==> src/rtl/vga_frame_reader_if.sv <==
// Frame-buffer read port plus VGA pin bundle for vga_frame_reader.
// The reader is the master: it drives the read address and the pins and samples the read data.
interface vga_frame_reader_if #(
    parameter int AW = 15,
    parameter int DW = 3
);
    logic [AW-1:0] addr_out;
    logic [DW-1:0] data_in;
    logic          vga_r;
    logic          vga_g;
    logic          vga_b;
    logic          vga_hsync;
    logic          vga_vsync;
    logic          frame_start;

    modport master (
        output addr_out,
        input  data_in,
        output vga_r,
        output vga_g,
        output vga_b,
        output vga_hsync,
        output vga_vsync,
        output frame_start
    );

    modport slave (
        input  addr_out,
        output data_in,
        input  vga_r,
        input  vga_g,
        input  vga_b,
        input  vga_hsync,
        input  vga_vsync,
        input  frame_start
    );
endinterface

==> src/rtl/vga_frame_reader.sv <==
// VGA timing generator and frame-buffer reader: upscales a low-res buffer by 2**SCALE_SHIFT
// and aligns the RAM's one-cycle read latency with sync/blank on registered pins.
module vga_frame_reader #(
    parameter int AW          = 15,
    parameter int DW          = 3,
    parameter int FB_W        = 160,
    parameter int FB_H        = 120,
    parameter int SCALE_SHIFT = 2,
    parameter int H_VIS       = 640,
    parameter int H_FP        = 16,
    parameter int H_SYNC      = 96,
    parameter int H_BP        = 48,
    parameter int V_VIS       = 480,
    parameter int V_FP        = 10,
    parameter int V_SYNC      = 2,
    parameter int V_BP        = 33,
    parameter bit SYNC_POL    = 1'b0
) (
    input  logic                clk,
    input  logic                reset,
    vga_frame_reader_if.master  bus
);
    localparam int H_TOT = H_VIS + H_FP + H_SYNC + H_BP;
    localparam int V_TOT = V_VIS + V_FP + V_SYNC + V_BP;
    localparam int HW    = $clog2(H_TOT);
    localparam int VW    = $clog2(V_TOT);

    localparam logic [HW-1:0] H_LAST  = HW'(H_TOT - 1);
    localparam logic [HW-1:0] H_VIS_C = HW'(H_VIS);
    localparam logic [HW-1:0] HS_BEG  = HW'(H_VIS + H_FP);
    localparam logic [HW-1:0] HS_END  = HW'(H_VIS + H_FP + H_SYNC);
    localparam logic [HW-1:0] FB_W_H  = HW'(FB_W);
    localparam logic [VW-1:0] V_LAST  = VW'(V_TOT - 1);
    localparam logic [VW-1:0] V_VIS_C = VW'(V_VIS);
    localparam logic [VW-1:0] VS_BEG  = VW'(V_VIS + V_FP);
    localparam logic [VW-1:0] VS_END  = VW'(V_VIS + V_FP + V_SYNC);
    localparam logic [VW-1:0] FB_H_V  = VW'(FB_H);
    localparam logic [AW-1:0] FB_W_A  = AW'(FB_W);

    logic [HW-1:0] h_cnt;
    logic [VW-1:0] v_cnt;
    logic [AW-1:0] row_base;
    logic          h_wrap;
    logic          v_wrap;
    logic          row_last_sub;

    logic          act_t0;
    logic          hs_t0;
    logic          vs_t0;
    logic [AW-1:0] addr_t0;

    logic          act_d1, act_d2;
    logic          hs_d1,  hs_d2;
    logic          vs_d1,  vs_d2;
    logic [AW-1:0] addr_q;
    logic [DW-1:0] rgb_q;
    logic          hsync_q;
    logic          vsync_q;

    assign h_wrap       = (h_cnt == H_LAST);
    assign v_wrap       = (v_cnt == V_LAST);
    assign row_last_sub = &v_cnt[SCALE_SHIFT-1:0];

    // row_base tracks (v>>S)*FB_W by accumulation, so no multiplier is needed.
    always_ff @(posedge clk) begin
        if (reset) begin
            h_cnt    <= '0;
            v_cnt    <= '0;
            row_base <= '0;
        end else if (h_wrap) begin
            h_cnt <= '0;
            if (v_wrap) begin
                v_cnt    <= '0;
                row_base <= '0;
            end else begin
                v_cnt <= v_cnt + 1'b1;
                if (row_last_sub) begin
                    row_base <= row_base + FB_W_A;
                end
            end
        end else begin
            h_cnt <= h_cnt + 1'b1;
        end
    end

    always_comb begin
        act_t0  = (h_cnt < H_VIS_C) && (v_cnt < V_VIS_C) &&
                  ((h_cnt >> SCALE_SHIFT) < FB_W_H) &&
                  ((v_cnt >> SCALE_SHIFT) < FB_H_V);
        hs_t0   = ((h_cnt >= HS_BEG) && (h_cnt < HS_END)) ? SYNC_POL : ~SYNC_POL;
        vs_t0   = ((v_cnt >= VS_BEG) && (v_cnt < VS_END)) ? SYNC_POL : ~SYNC_POL;
        addr_t0 = act_t0 ? (row_base + AW'(h_cnt >> SCALE_SHIFT)) : '0;
    end

    // Three-stage alignment: address at T1, RAM data at T2, pins at T3.
    always_ff @(posedge clk) begin
        if (reset) begin
            addr_q  <= '0;
            act_d1  <= 1'b0;
            act_d2  <= 1'b0;
            hs_d1   <= ~SYNC_POL;
            hs_d2   <= ~SYNC_POL;
            vs_d1   <= ~SYNC_POL;
            vs_d2   <= ~SYNC_POL;
            rgb_q   <= '0;
            hsync_q <= ~SYNC_POL;
            vsync_q <= ~SYNC_POL;
        end else begin
            addr_q  <= addr_t0;
            act_d1  <= act_t0;
            act_d2  <= act_d1;
            hs_d1   <= hs_t0;
            hs_d2   <= hs_d1;
            vs_d1   <= vs_t0;
            vs_d2   <= vs_d1;
            rgb_q   <= act_d2 ? bus.data_in : '0;
            hsync_q <= hs_d2;
            vsync_q <= vs_d2;
        end
    end

    assign bus.addr_out    = addr_q;
    assign bus.vga_r       = rgb_q[2];
    assign bus.vga_g       = rgb_q[1];
    assign bus.vga_b       = rgb_q[0];
    assign bus.vga_hsync   = hsync_q;
    assign bus.vga_vsync   = vsync_q;
    // Gated by reset so the pulse lands on the first clock after release, not during reset.
    assign bus.frame_start = ~reset && (h_cnt == '0) && (v_cnt == '0);

endmodule

==> src/flat_wrapper.sv <==
// flat-port wrapper written by rule: the top's interface ports become plain ports
module vga_frame_reader_flat 
#(
    parameter int AW          = 15,
    parameter int DW          = 3,
    parameter int FB_W        = 160,
    parameter int FB_H        = 120,
    parameter int SCALE_SHIFT = 2,
    parameter int H_VIS       = 640,
    parameter int H_FP        = 16,
    parameter int H_SYNC      = 96,
    parameter int H_BP        = 48,
    parameter int V_VIS       = 480,
    parameter int V_FP        = 10,
    parameter int V_SYNC      = 2,
    parameter int V_BP        = 33,
    parameter bit SYNC_POL    = 1'b0
)
  (clk, reset, bus_addr_out, bus_data_in, bus_vga_r, bus_vga_g, bus_vga_b, bus_vga_hsync, bus_vga_vsync, bus_frame_start);
  vga_frame_reader_if #(.AW(AW), .DW(DW)) bus_i ();
  input  logic clk;
  input  logic reset;
  output wire logic [$bits(bus_i.addr_out)-1:0] bus_addr_out;
  input wire logic [$bits(bus_i.data_in)-1:0] bus_data_in;
  output wire logic [$bits(bus_i.vga_r)-1:0] bus_vga_r;
  output wire logic [$bits(bus_i.vga_g)-1:0] bus_vga_g;
  output wire logic [$bits(bus_i.vga_b)-1:0] bus_vga_b;
  output wire logic [$bits(bus_i.vga_hsync)-1:0] bus_vga_hsync;
  output wire logic [$bits(bus_i.vga_vsync)-1:0] bus_vga_vsync;
  output wire logic [$bits(bus_i.frame_start)-1:0] bus_frame_start;
  assign bus_addr_out = bus_i.addr_out;
  assign bus_i.data_in = bus_data_in;
  assign bus_vga_r = bus_i.vga_r;
  assign bus_vga_g = bus_i.vga_g;
  assign bus_vga_b = bus_i.vga_b;
  assign bus_vga_hsync = bus_i.vga_hsync;
  assign bus_vga_vsync = bus_i.vga_vsync;
  assign bus_frame_start = bus_i.frame_start;
  vga_frame_reader #(.AW(AW), .DW(DW), .FB_W(FB_W), .FB_H(FB_H), .SCALE_SHIFT(SCALE_SHIFT), .H_VIS(H_VIS), .H_FP(H_FP), .H_SYNC(H_SYNC), .H_BP(H_BP), .V_VIS(V_VIS), .V_FP(V_FP), .V_SYNC(V_SYNC), .V_BP(V_BP), .SYNC_POL(SYNC_POL)) u_core (.clk(clk), .reset(reset), .bus(bus_i));
endmodule
==> config.mk <==
export PLATFORM = sky130hd
export DESIGN_NAME = vga_frame_reader_flat
export DESIGN_NICKNAME = d
export VERILOG_FILES = /design/src/rtl/vga_frame_reader_if.sv /design/src/rtl/vga_frame_reader.sv /design/src/flat_wrapper.sv
export SDC_FILE = /design/constraint.sdc
export NUM_CORES = 1
export LEC_CHECK = 0
export ABC_AREA = 1
export ABC_CLOCK_PERIOD_IN_PS = 2400
export BUFFER_PORTS_ARGS = -buffer_cell sky130_fd_sc_hd__buf_2
export CAP_MARGIN = 0
export CORE_MARGIN = 2
export CORE_UTILIZATION = 62
export CTS_CLUSTER_SIZE = 28
export DETAILED_ROUTE_END_ITERATION = 12
export PLACE_DENSITY = 0.91
export SKIP_LAST_GASP = 1
export SYNTH_ARGS = -nofsm -noshare
export SYNTH_HDL_FRONTEND = slang
export SYNTH_SLANG_ARGS = --single-unit
==> constraint.sdc <==
create_clock -name clk -period 2.4 [get_ports clk]
set_clock_uncertainty 0.05 [all_clocks]
set_input_delay 0.36 -clock clk [delete_from_list [all_inputs] [get_ports clk]]
set_output_delay 0.36 -clock clk [all_outputs]
set_load 0.01 [all_outputs]
==> results.json <==
{
  "yosys_register_bits": 56,
  "post_cts_resized": 0,
  "areaGrowthSynthToFinish_pct": 10.4,
  "drt-initial-drc-count": 181,
  "grt_pass1_vias": 2081,
  "ant_nets": 0,
  "path_delay_family": "simple AND/OR/NAND/NOR gates",
  "hold_end": "u_core.rgb_q[1]",
  "synthArstFlopShare": 0,
  "fp-row-count": 23,
  "cp_slowest_cell": "dfxtp_1",
  "synth.distinct_cells": 28,
  "critPathMaxFanout": 3,
  "grt.overflow.total": 0,
  "place_hpwl_um": 3810,
  "p_per_area_nw_per_um2": 548,
  "grt_usage": 0.254,
  "antenna_found_initial": 0,
  "min_path_cells": 3,
  "wire_per_inst_um": 11.9,
  "reg2reg_from": "u_core.h_cnt[0]",
  "core_um2": 3970,
  "sequentialPowerShare": 0.617,
  "p_leak_nw": 1.29,
  "port_buffers": 25,
  "critPathKind": "reg -> out",
  "netlist_area_um2": 2520,
  "comb_power_share": 0.035,
  "post_cts_buffers": 0,
  "fmax_ghz": 0.506,
  "crit_buf_inv": 2,
  "dieArea_um2": 4600,
  "worst_ep_required_time_ps": 1990,
  "nets": 396,
  "reg2reg_depth": 7,
  "clock_sinks": 56,
  "hold_start": "bus_data_in[1]",
  "htree_levels": 2,
  "p_int_w": 0.00119,
  "synthCells": 354,
  "finalSetupViolCount": 0,
  "worst_pin_slew_ps": 473,
  "synth_top_cells_by_area": "dfxtp_1, nand2_1, nor2_1",
  "cts_tree": "yes",
  "synthFlopType": "dfxtp_1",
  "cpPeakStageDelay_ps": 340,
  "maxCapViolations": 0,
  "cp-start-kind": "flip-flop",
  "path_common_cell": "nor3_1",
  "clkLatencyLatePin_ps": 310,
  "drc": 0,
  "outcome": "completed",
  "drive_gt1_frac": 0.125,
  "clk_pin_slew_worst_paths_ps": 90,
  "crit_chain": "inv_1, ha_1, nand2_1, nor3_1, nand3_1, nor3_1, buf_2",
  "reg2reg_slack_ps": 510,
  "die_w_um": 67.8,
  "drt-vias-per-instance": 5.32,
  "final_area_um2": 2790,
  "yosysTopAreaCellShare": 0.444,
  "mostFrequentLayoutCell": "nand2_1",
  "min_period_over_period": 0.823,
  "slew_violations": 0,
  "cts-root-buf": "clkbuf_8",
  "grt_pass1_wl_um": 8860,
  "min_path_type": "in -> reg",
  "switchingPower_w": 0.000334,
  "cp-end-kind": "primary output",
  "yosysSeqAreaShare": 0.444,
  "ir_drop_mv": 0.367,
  "synth_edf_count": 0,
  "final_cell_mix": "nand2_1, nor2_1, dfxtp_1, inv_1",
  "ys_warn_count": 0,
  "tns_ps": 0,
  "post_synth.cell_area_avg_um2": 7.13,
  "clock_path_buffers": 2,
  "p_sw_frac": 0.219,
  "cp.arrival_ps": 1570,
  "dpl_cell_area_um2": 2690,
  "holdWs_ps": 200,
  "wirelength_um": 5180,
  "die_h_um": 67.8,
  "grt_max_degree": 17,
  "finalHoldViolCount": 0,
  "rsz0062_at_grt": "false",
  "io-pin-count": 26,
  "firstDrtPassIters": 4,
  "cts-buffers-inserted": 5,
  "antenna_cells": 0,
  "gp_congestion": 0.901,
  "initial_utilization": 0.635,
  "reg2reg_to": "u_core.v_cnt[9]",
  "fill_cells": 302,
  "synth_top_area_cell": "dfxtp_1",
  "slew_headroom": 0.684,
  "vias": 2311,
  "pwr-share-clk": 0.347,
  "p_total_w": 0.00153,
  "cts_hold_buffers": 0,
  "period_needed_ps": 1980,
  "synthesis.nets": 367
}
[power by group through the flow]
stage / combinational, W / clock [W] / sequential [W]
after floorplan: 0.0000360 / 0 / 0.000963
after global placement: 0.0000522 / 0 / 0.000963
after detailed placement: 0.0000532 / 0 / 0.000963
after CTS: 0.0000540 / 0.000534 / 0.000942
after global routing: 0.0000614 / 0.000575 / 0.000943
final: 0.0000540 / 0.000530 / 0.000942
[registers in the layout, indices dropped and copies added (netlist names)]
register,cells
u_core.bus.addr_out,15
u_core.h_cnt,10
u_core.row_base,10
u_core.v_cnt,10
u_core.rgb_q,3
u_core.act_d1,1
u_core.act_d2,1
u_core.bus.vga_hsync,1
u_core.bus.vga_vsync,1
u_core.hs_d1,1
u_core.hs_d2,1
u_core.vs_d1,1
u_core.vs_d2,1
[cell families after synthesis]
| family | count (synthesis) | synth area share |
|---|---|---|
| and+or+nand+nor | 191 | 0.335 |
| buffers and inverters | 60 | 0.0957 |
| DFF | 56 | 0.444 |
| AOI/OAI and AO/OA | 35 | 0.0714 |
| adders and majority gates | 8 | 0.0397 |
| xor gates and xnor gates | 4 | 0.0139 |
[through the flow]
stage               instances   util  worst slack, ps
global placement          426  0.678              647
detailed placement        426  0.678              601
floorplan                 354      -              921
global route              434  0.701              244
CTS                       434  0.701              422
finish                    434  0.701              424
[layout make-up]
| type | count | area (um2) | share of cell area |
|---|---|---|---|
| Timing Repair Buffer | 27 | 140 | 0.0503 |
| Inverter | 55 | 206 | 0.0741 |
| Multi-Input combinational cell | 238 | 1160 | 0.417 |
| Tap cell | 50 | 62.6 | 0.0225 |
| Sequential cell | 56 | 1120 | 0.403 |
| Clock buffer | 7 | 86.3 | 0.0310 |
| Clock inverter | 1 | 7.51 | 0.00270 |
[synthesized netlist by cell type (2+ instances only)]
| master | instances |
|---|---|
| inv_1 | 53 |
| nand2_1 | 74 |
| nor3_1 | 9 |
| nand3b_1 | 2 |
| xor2_1 | 2 |
| or2_2 | 5 |
| ha_1 | 8 |
| clkbuf_1 | 2 |
| dfxtp_1 | 56 |
| xnor2_1 | 2 |
| buf_6 | 2 |
| a21oi_1 | 21 |
| nand4_1 | 9 |
| nor2_1 | 58 |
| o21ai_0 | 12 |
| nand3_1 | 25 |
| inv_2 | 2 |
| nand2_2 | 2 |
[worst register-to-register path, stage by stage (launching register included)]
cell,delay [ps]
dfxtp_1,380
ha_1,210
nand3_2,120
nor2_2,140
nand2_4,110
nand2_1,110
nand2_1,310
and3_2,340
[per-layer routing]
layer	GRT usage	vias up	wire (um)
met5	0	-	0
met4	0.110	0	114
met3	0.0633	17	309
met2	0.435	87	2570
met1	0.301	1035	2190
li1	-	1172	-
[how the worst max path moves through the flow]
stage | to | depth (start not counted) | start
after floorplan | bus_frame_start | 6 | u_core.v_cnt[0]
after global placement | u_core.v_cnt[9] | 7 | u_core.h_cnt[0]
after detailed placement | u_core.v_cnt[9] | 7 | u_core.h_cnt[0]
after CTS | bus_frame_start | 7 | u_core.v_cnt[0]
after global routing | bus_frame_start | 7 | u_core.v_cnt[0]
final | bus_frame_start | 7 | u_core.v_cnt[1]
(Power assumes the default switching activity.)
